## src/rtl/mMaskKron_package.sv

```systemverilog
// Shared word layout for heap-resident Bool quadtrees: node word, pointer,
// tag values and child field positions.
package mMaskKron_package;

    localparam int PTR_W  = 16;
    localparam int WORD_W = 67;

    typedef logic [WORD_W-1:0] QTree_Bool_t;
    typedef logic [PTR_W-1:0]  Pointer_QTree_Bool_t;

    typedef enum logic [1:0] {
        TAG_QVAL   = 2'd0,
        TAG_QNONE  = 2'd1,
        TAG_QNODE  = 2'd2,
        TAG_QERROR = 2'd3
    } qtreeTag_t;

    localparam int TAG_LSB    = 1;
    localparam int CHILD1_LSB = 3;
    localparam int CHILD2_LSB = 19;
    localparam int CHILD3_LSB = 35;
    localparam int CHILD4_LSB = 51;

    // Replacement leaf for subtrees that cannot be walked: tag only, payload zero.
    localparam QTree_Bool_t QERROR_WORD = {64'd0, TAG_QERROR, 1'b0};

    typedef enum logic [2:0] {
        ST_IDLE,
        ST_FETCH,
        ST_WAIT,
        ST_EMIT,
        ST_NEXT
    } serState_t;

    function automatic qtreeTag_t wordTag(input QTree_Bool_t w);
        return qtreeTag_t'(w[TAG_LSB +: 2]);
    endfunction

    // kIdx is the zero-based child number (child k is kIdx = k-1).
    function automatic Pointer_QTree_Bool_t childPtr(input QTree_Bool_t w, input logic [1:0] kIdx);
        case (kIdx)
            2'd0:    return w[CHILD1_LSB +: PTR_W];
            2'd1:    return w[CHILD2_LSB +: PTR_W];
            2'd2:    return w[CHILD3_LSB +: PTR_W];
            default: return w[CHILD4_LSB +: PTR_W];
        endcase
    endfunction

endpackage

```

## src/rtl/qtree_ser_stack.sv

```systemverilog
// LIFO of QNode ancestors, each with a count of children already visited.
module qtree_ser_stack
    import mMaskKron_package::*;
#(
    parameter int STACK_DEPTH = 16
) (
    input  logic                               clk,
    input  logic                               reset,
    input  logic                               push,
    input  logic [66:0]                        pushWord,
    input  logic                               pop,
    input  logic                               incTop,
    output logic [66:0]                        topWord,
    output logic [2:0]                         topCnt,
    output logic [$clog2(STACK_DEPTH + 1)-1:0] level,
    output logic                               full,
    output logic                               empty
);

    localparam int PW = $clog2(STACK_DEPTH + 1);
    localparam int IW = (STACK_DEPTH > 1) ? $clog2(STACK_DEPTH) : 1;

    logic [66:0]   wordMem [STACK_DEPTH];
    logic [2:0]    cntMem  [STACK_DEPTH];
    logic [PW-1:0] sp;
    logic [IW-1:0] topIdx;
    logic [IW-1:0] pushIdx;

    assign topIdx  = IW'(sp - PW'(1));
    assign pushIdx = IW'(sp);
    assign full    = (sp == PW'(STACK_DEPTH));
    assign empty   = (sp == '0);
    assign level   = sp;
    assign topWord = wordMem[topIdx];
    assign topCnt  = cntMem[topIdx];

    // The pointer saturates at both ends rather than wrapping.
    always_ff @(posedge clk or posedge reset) begin
        if (reset) begin
            sp <= '0;
        end else if (push && !full) begin
            sp <= sp + PW'(1);
        end else if (pop && !empty) begin
            sp <= sp - PW'(1);
        end
    end

    always_ff @(posedge clk) begin
        if (push && !full) begin
            wordMem[pushIdx] <= pushWord;
            cntMem[pushIdx]  <= 3'd0;
        end else if (incTop && !empty) begin
            cntMem[topIdx] <= cntMem[topIdx] + 3'd1;
        end
    end

endmodule

```

## src/rtl/qtree_bool_serializer.sv

```systemverilog
// Walks a Bool quadtree held in a heap and streams its node words in postorder
// (children 4..1, then the node), one heap read outstanding at a time.
module qtree_bool_serializer
    import mMaskKron_package::*;
#(
    parameter int STACK_DEPTH = 16
) (
    input  logic        clk,
    input  logic        reset,
    input  logic [15:0] root_d,
    output logic        root_r,
    output logic [14:0] heap_rd_addr,
    output logic        heap_rd_valid,
    input  logic        heap_rd_ready,
    input  logic [66:0] heap_rsp_data,
    input  logic        heap_rsp_valid,
    output logic [66:0] o_QTree_Bool_tdata,
    output logic        o_QTree_Bool_tlast,
    output logic        o_QTree_Bool_tvalid,
    input  logic        o_QTree_Bool_tready,
    output logic        busy,
    output logic        error
);

    localparam int PW = $clog2(STACK_DEPTH + 1);

    serState_t           state;
    logic                stkPush;
    logic                stkPop;
    logic                stkInc;
    logic                stkFull;
    logic                stkEmpty;
    logic [66:0]         stkTopWord;
    logic [2:0]          stkTopCnt;
    logic [PW-1:0]       stkLevel;
    logic                rspIsNode;
    logic                childrenLeft;
    Pointer_QTree_Bool_t nextChild;

    assign rspIsNode    = (wordTag(heap_rsp_data) == TAG_QNODE);
    assign childrenLeft = (stkTopCnt < 3'd4);
    // Visit count 0..3 selects child 4..1.
    assign nextChild    = childPtr(stkTopWord, ~stkTopCnt[1:0]);

    assign stkPush = (state == ST_WAIT) && heap_rsp_valid && rspIsNode && !stkFull;
    assign stkInc  = (state == ST_NEXT) && childrenLeft;
    assign stkPop  = (state == ST_NEXT) && !childrenLeft;

    qtree_ser_stack #(
        .STACK_DEPTH(STACK_DEPTH)
    ) ancestors (
        .clk      (clk),
        .reset    (reset),
        .push     (stkPush),
        .pushWord (heap_rsp_data),
        .pop      (stkPop),
        .incTop   (stkInc),
        .topWord  (stkTopWord),
        .topCnt   (stkTopCnt),
        .level    (stkLevel),
        .full     (stkFull),
        .empty    (stkEmpty)
    );

    always_ff @(posedge clk or posedge reset) begin
        if (reset) begin
            state               <= ST_IDLE;
            root_r              <= 1'b1;
            heap_rd_addr        <= '0;
            heap_rd_valid       <= 1'b0;
            o_QTree_Bool_tdata  <= '0;
            o_QTree_Bool_tlast  <= 1'b0;
            o_QTree_Bool_tvalid <= 1'b0;
            busy                <= 1'b0;
            error               <= 1'b0;
        end else begin
            case (state)
                ST_IDLE: begin
                    if (root_d[0]) begin
                        heap_rd_addr  <= root_d[15:1];
                        heap_rd_valid <= 1'b1;
                        root_r        <= 1'b0;
                        busy          <= 1'b1;
                        state         <= ST_FETCH;
                    end
                end
                ST_FETCH: begin
                    if (heap_rd_ready) begin
                        heap_rd_valid <= 1'b0;
                        state         <= ST_WAIT;
                    end
                end
                // A QNode that finds the stack full is emitted as an error leaf.
                ST_WAIT: begin
                    if (heap_rsp_valid) begin
                        if (rspIsNode && !stkFull) begin
                            state <= ST_NEXT;
                        end else begin
                            if (rspIsNode) begin
                                error              <= 1'b1;
                                o_QTree_Bool_tdata <= QERROR_WORD;
                            end else begin
                                o_QTree_Bool_tdata <= heap_rsp_data;
                            end
                            o_QTree_Bool_tlast  <= stkEmpty;
                            o_QTree_Bool_tvalid <= 1'b1;
                            state               <= ST_EMIT;
                        end
                    end
                end
                ST_NEXT: begin
                    if (childrenLeft) begin
                        if (nextChild[0]) begin
                            heap_rd_addr  <= nextChild[15:1];
                            heap_rd_valid <= 1'b1;
                            state         <= ST_FETCH;
                        end else begin
                            error               <= 1'b1;
                            o_QTree_Bool_tdata  <= QERROR_WORD;
                            o_QTree_Bool_tlast  <= 1'b0;
                            o_QTree_Bool_tvalid <= 1'b1;
                            state               <= ST_EMIT;
                        end
                    end else begin
                        o_QTree_Bool_tdata  <= stkTopWord;
                        o_QTree_Bool_tlast  <= (stkLevel == PW'(1));
                        o_QTree_Bool_tvalid <= 1'b1;
                        state               <= ST_EMIT;
                    end
                end
                ST_EMIT: begin
                    if (o_QTree_Bool_tready) begin
                        o_QTree_Bool_tvalid <= 1'b0;
                        o_QTree_Bool_tlast  <= 1'b0;
                        if (stkEmpty) begin
                            root_r <= 1'b1;
                            busy   <= 1'b0;
                            state  <= ST_IDLE;
                        end else begin
                            state <= ST_NEXT;
                        end
                    end
                end
                default: begin
                    heap_rd_valid       <= 1'b0;
                    o_QTree_Bool_tvalid <= 1'b0;
                    root_r              <= 1'b1;
                    busy                <= 1'b0;
                    state               <= ST_IDLE;
                end
            endcase
        end
    end

endmodule

```

## config.mk

```make
export PLATFORM = sky130hd
export DESIGN_NAME = qtree_bool_serializer
export DESIGN_NICKNAME = d
export VERILOG_FILES = /design/src/rtl/mMaskKron_package.sv /design/src/rtl/qtree_ser_stack.sv /design/src/rtl/qtree_bool_serializer.sv
export SDC_FILE = /design/constraint.sdc
export NUM_CORES = 1
export LEC_CHECK = 0
export CAP_MARGIN = 20
export CORE_AREA = 3 3 350 352
export CTS_CLUSTER_DIAMETER = 150
export DETAILED_ROUTE_END_ITERATION = 8
export DIE_AREA = 0 0 353 355
export MAX_ROUTING_LAYER = met4
export PLACE_DENSITY = 0.68
export SYNTH_ARGS = -nofsm -noshare
export SYNTH_HDL_FRONTEND = slang
export SYNTH_SLANG_ARGS = --single-unit
```

## constraint.sdc

```tcl
create_clock -name clk -period 7.7 [get_ports clk]
set_clock_uncertainty 0.2 [all_clocks]
set_input_delay 1.155 -clock clk [delete_from_list [all_inputs] [get_ports clk]]
set_output_delay 1.155 -clock clk [all_outputs]
set_load 0.005 [all_outputs]
```

Word level (Yosys, flattened, before mapping). Memory sizes are Yosys's and may differ from the RTL's. Index checks and enable logic that the tools add are counted.

Memories kept: 2. Bits in registers: 96. Word-level logic and storage cells: 129. Output and inout bits: 88. Input port bits: 88. Bits in writable memories: 1120.

Memory list: ancestors.wordMem (words 16, width 67, read ports 1, clocked after Yosys merged registers in 0, write ports 1, RTL line qtree_ser_stack.sv:23) `logic [66:0] wordMem [STACK_DEPTH];`; ancestors.cntMem (words 16, width 3, read ports 1, clocked after Yosys merged registers in 0, write ports 1, RTL line qtree_ser_stack.sv:24) `logic [2:0] cntMem [STACK_DEPTH];`.

Muxes and demuxes: 58. Reductions and logical operators: 31. $lt $le $gt $ge: 1. Bitwise operators: 4. Eq/ne operators: 20. Add/subtract/negate cells: 3.

Operators with widths (count): 2-to-1 mux 67 bit (5); one-hot mux 67 bit (2 select lines) (1); one-hot mux 16 bit (3 select lines) (1); 2-to-1 mux 15 bit (3); one-hot mux 15 bit (2 select lines) (1); 2-to-1 mux 1 bit (28); 2-to-1 mux 3 bit (8); inequality test 2 bit, second input constant (9); AND reduction 4 bit (4); one-hot mux 3 bit (5 select lines) (1); AND reduction 5 bit (3); 2-to-1 mux 5 bit (2); logical AND 1 bit (9); one-hot mux 1 bit (3 select lines) (3); one-hot mux 1 bit (4 select lines) (2); == test 3 x 2 -> 1 bit, second input constant (2); AND reduction 6 bit (1); nonzero test 2 bit (3); OR reduction 3 bit (2); adder 5 x 1 -> 5 bit, second input constant (1); == test 5 x 1 -> 1 bit, second input constant (1); == test 5 bit, second input constant (1); zero test 5 bit (1); subtractor 5 x 1 -> 5 bit, second input constant (1); 18 further kinds (24).

Logic depth before layout (Yosys ltp). An unclocked memory read counts as a cell.

Depth after elaboration: 10. Gate-level depth with buffers: 23. Gate-level depth less buffers: 13.

Modules after synthesis. From an unflattened synthesis, not the netlist that was laid out.

Cell total of the unflattened synthesis: 2052. Area total of the unflattened synthesis: 47904.7 sq um.

Modules (own cells, without submodules): qtree_ser_stack (cells an instance 1678, sequential area each 33757.4 sq um, area each 42854.9 sq um, instances 1); qtree_bool_serializer (cells an instance 374, sequential area each 2278.4 sq um, area each 5049.8 sq um, instances 1).

Worst setup path after synthesis. Ideal clock, no wire load.

Path type: input-to-reg. Start: input port heap_rsp_data[1]. End: memory ancestors.wordMem[3][0] (enable). Buffers on the path: 0. Arrival time: 6613 ps. Slack: 313 ps. Required time: 6926 ps. Setup time: 574 ps. Cell stages on the path: 5. Cells stage by stage: nand2b_1 > a31o_2 > nor2_1 > nand2_1 > nor3_1.

Word-level cells in the longest chain between the ends: 6.

RTL lines: start: declaration (RTL line qtree_bool_serializer.sv:15) `input logic [66:0] heap_rsp_data,`; == test 2 bit (RTL line qtree_bool_serializer.sv:40) `assign rspIsNode = (wordTag(heap_rsp_data) == TAG_QNODE);`; logical AND 1 bit (2 in series) (RTL line qtree_bool_serializer.sv:45) `assign stkPush = (state == ST_WAIT) && heap_rsp_valid && rspIsNode && !stkFull;`; logical AND 1 bit (RTL line qtree_ser_stack.sv:49) `if (push && !full) begin`; 2-to-1 mux 1 bit (RTL line qtree_ser_stack.sv:49); 2-to-1 mux 1 bit (implied by the code) (RTL line qtree_ser_stack.sv:50) `wordMem[pushIdx] <= pushWord;`; end: declaration (RTL line qtree_ser_stack.sv:23).

No other way between the ends.

Worst setup path in the final report.
Start: register ancestors.sp[0], in the netlist ancestors.level[0]. End: register o_QTree_Bool_tdata[5].

Word-level cells in the longest chain between the ends: 7. Elaborated cells on any way between the ends: 17. Classes of those cells: add/sub (1); order compare (1); eq/ne (5); mux (3); bitwise (1); reduce/logical (4); memory (2).

RTL lines: start: declaration (RTL line qtree_ser_stack.sv:25) `logic [PW-1:0] sp;`; start signal: assignment (RTL line qtree_ser_stack.sv:42) `sp <= sp + PW'(1);`; start signal: assignment (RTL line qtree_ser_stack.sv:44) `sp <= sp - PW'(1);`; subtractor 5 x 1 -> 5 bit; memory (16 x 3 bit); NOT 2 bit (RTL line qtree_bool_serializer.sv:43) `assign nextChild = childPtr(stkTopWord, ~stkTopCnt[1:0]);`; == test 2 bit, or another cell as far along (RTL line mMaskKron_package.sv:41) `case (kIdx)`; one-hot mux 16 bit (3 select lines) (RTL line mMaskKron_package.sv:41); inequality test 3 bit (no source line); AND reduction 4 bit (no source line); end signal: assignment (RTL line qtree_bool_serializer.sv:103) `o_QTree_Bool_tdata <= heap_rsp_data;`; end signal: assignment (RTL line qtree_bool_serializer.sv:125) `o_QTree_Bool_tdata <= stkTopWord;`; end: declaration (RTL line qtree_bool_serializer.sv:17) `output logic [66:0] o_QTree_Bool_tdata,`.

Parallel ways exist; a longest one is shown, timed or not. A chain may end at the register's enable or synchronous reset.

==> flow_metrics.tcl <==
set metrics [dict create \
    drtAntennaViolNets 0 \
    drv_slew 0 \
    synth_warnings 0 \
    synth.avg_cell_area_um2 22.4 \
    fill_cells 9640 \
    place_congestion 0.879 \
    wire_per_inst_um 30.4 \
    initial_core_util 0.399 \
    via_per_inst 5.82 \
    ff_latch_area_um2 36000 \
    gr-total-overflow 0 \
    row_count 127 \
    fin_tns_setup_ns 0 \
    cts_tree "done" \
    die-area_um2 125000 \
    worstSetupStartpoint "ancestors.level[0]" \
    max_freq_mhz 168 \
    cts_max_level 3 \
    drtIter0Drc 3040 \
    hold_start "o_QTree_Bool_tdata[34]" \
    netlist_top_cells_area "edfxtp_1, mux4_2, dfrtp_1" \
    drc_errors 0 \
    ctsRootBufferMaster "clkbuf_16" \
    post_cts_buffers 0 \
    syn_to_final_growth_pct 15.7 \
    hold_buffers 0 \
    internal_power_w 0.0146 \
    rsz0062_at_grt "false" \
    post-synth-top-area-cell "edfxtp_1" \
    setup_violations 0 \
    p_leak_nw 17.4 \
    post_cts_resized 0 \
    max-cap-violations 0 \
    grt_max_degree 144 \
    grt_pass1_vias 24100 \
    power.density_nw_per_um2 395 \
    final_nets 2448 \
    final_util 0.462 \
    yosysTopAreaCellShare 0.704 \
    p_comb_frac 0.393 \
    fin_cells 4077 \
    core-area_um2 120000 \
    synthCells 2132 \
    portBuffers 175 \
    reg2reg_from "ancestors.level[0]" \
    worstPathArrival_ns 6.29 \
    max-slew-margin-rel 0.234 \
    synthArstFlopShare 0.0789 \
    crit_type "flip-flop to flip-flop" \
    synth-main-ff-cell "edfxtp_1" \
    cts_buffers 109 \
    startpoint_type "flip-flop" \
    crit_path_max_fanout 34 \
    wl_um 124000 \
    multi_input_area_um2 11300 \
    period_minus_slack_ns 5.94 \
    peakVddDrop_mv 0.692 \
    syn-cell-area_um2 47800 \
    cts_buffer_depth 3 \
    switchingPower_w 0.00728 \
    die_w_um 353 \
    fin_crit_sh 0.771 \
    yosys_register_bits 1216 \
    io-pin-count 176 \
    layout-drive-gt1-share 0.280 \
    dp_hpwl_um 70800 \
    switching_share 0.333 \
    ys_seq_area_frac 0.754 \
    die_h_um 355 \
    hold_path.class "flip-flop to flip-flop" \
    hold_viol_final 0 \
    dr.pass1.iters 6 \
    status "finished clean" \
    grt_pass1_wl_um 178000 \
    synth_cell_types 63 \
    worst_pin_slew_ns 1.15 \
    clk_latency_ns 0.70 \
    track_usage 0.203 \
    design_area_um2 55300 \
    required_ns 8.06 \
    post-place-cells 3852 \
    clk_pin_slew_ns 0.07 \
    critical_path.endpoint_type "flip-flop" \
    cts_sinks 1216 \
    vias 23700 \
    p_seq_frac 0.360 \
    clkPwrFrac 0.247 \
    total_power_w 0.0219 \
    grt_antenna_before_repair 18 \
    synth_nets 2229 \
    synth_edf_count 1120 \
    place_area_um2 51700 \
]
[path summary, 6_finish.rpt]
path	endpoint	slack, ns	depth (start not counted)
setup reg to reg	o_QTree_Bool_tdata[5]	1.76	16
hold / removal	o_QTree_Bool_tdata[34]	0.31	1
max in group asynchronous	o_QTree_Bool_tdata[30]	5.13	3
hold reg to reg	o_QTree_Bool_tdata[34]	0.31	1
setup / recovery	o_QTree_Bool_tdata[5]	1.76	16
min in group asynchronous	o_QTree_Bool_tdata[42]	0.69	2
[power by group through the flow]
stage / Combinational (W) / Sequential (W) / Clock (W)
2_1_floorplan: 0.00565 / 0.00782 / 0
3_3_place_gp: 0.00849 / 0.00799 / 0
3_5_place_dp: 0.00857 / 0.00799 / 0
4_1_cts: 0.00862 / 0.00786 / 0.00549
5_1_grt: 0.00905 / 0.00790 / 0.00576
6_report: 0.00860 / 0.00786 / 0.00541
[logic make-up after synthesis]
logic type                 Yosys count  share of synthesized area
AOI/OAI and AO/OA                  179                     0.0291
muxes                              440                      0.187
and+or+nand+nor                    146                     0.0135
buffers and inverters              135                     0.0127
xor gates and xnor gates             7                    0.00144
DFF                               1216                      0.754
adders and majority gates            9                    0.00236
[synthesized netlist by cell type (3+ instances only)]
| cell | number |
|---|---|
| o22ai_1 | 17 |
| mux2_4 | 28 |
| mux2_2 | 57 |
| a21oi_1 | 15 |
| a22oi_1 | 17 |
| buf_2 | 39 |
| nand3_1 | 8 |
| edfxtp_1 | 1120 |
| nor2b_1 | 5 |
| inv_1 | 7 |
| a22o_1 | 63 |
| or3_1 | 4 |
| nor2_1 | 65 |
| buf_6 | 5 |
| buf_4 | 4 |
| mux4_2 | 345 |
| nand2b_1 | 4 |
| clkbuf_1 | 70 |
| dfrtp_1 | 95 |
| nor3_1 | 16 |
| a31oi_1 | 9 |
| ha_1 | 9 |
| buf_1 | 9 |
| and3_1 | 3 |
| o21ai_0 | 10 |
| xnor2_1 | 4 |
| nand2_1 | 33 |
| a221oi_1 | 16 |
| mux2i_1 | 10 |
| o21a_1 | 3 |
[cells in the final DEF (no fill, tap or decap), drive strengths merged, types with 8 or more instances in the layout]
master         count
a21oi             15
clkdlybuf4s50    175
mux4             345
diode             19
edfxtp          1120
clkinv            43
dfrtp             95
a22oi             17
ha                 9
bufinv            10
buf               60
nand2             33
nand3              8
mux2              85
inv               12
mux2i             10
a31oi              9
a221oi            16
clkbuf           145
nor3              17
a22o              63
nor2              65
o21ai             12
o22ai             18
[worst max-delay path: stages (launching register included)]
cell and delay, ns:
dfrtp_4 0.68, inv_1 0.29, ha_4 0.45, buf_4 0.46, mux4_2 0.40, mux4_2 0.52, inv_1 0.11, ha_1 0.14
buf_4 0.32, inv_1 0.13, nand2_1 0.08, o32ai_1 0.08, o22a_1 0.26, a311oi_2 0.54, o22ai_4 0.40, buf_12 0.31
mux2_4 0.34
[routing by layer]
| layer | part of all wire | routed length (µm) | global-route usage |
|---|---|---|---|
| met5 | 0 | 0 | - |
| met4 | 0.026 | 3270 | 0.0573 |
| met1 | 0.39 | 48300 | 0.269 |
| met3 | 0.11 | 14100 | 0.0615 |
| met2 | 0.47 | 58200 | 0.306 |
[final cells by class]
type,instances,area share
well taps,1612,0.0365
repair buffers,235,0.0412
diodes,19,0.000860
clock inverters,61,0.0110
clock buffers,145,0.0536
inverters,8,0.000588
flip-flops and latches,1216,0.652
multi-input cells,781,0.205
[metrics by stage]
step,setup slack (ns),hold slack (ns)
after detailed placement,1.80,0.292
after floorplan,0.313,0.265
final,1.76,0.313
after global placement,1.87,0.294
after CTS,1.79,0.314
after global routing,1.49,0.324
[state kept, by name, summed over array words and instances (netlist names)]
name and count:
ancestors.cntMem 48, ancestors.level 5, ancestors.wordMem 1072, busy 1, error 1, heap_rd_addr 15
heap_rd_valid 1, o_QTree_Bool_tdata 67, o_QTree_Bool_tlast 1, o_QTree_Bool_tvalid 1, root_r 1, state 3
(Power assumes the default switching activity.)
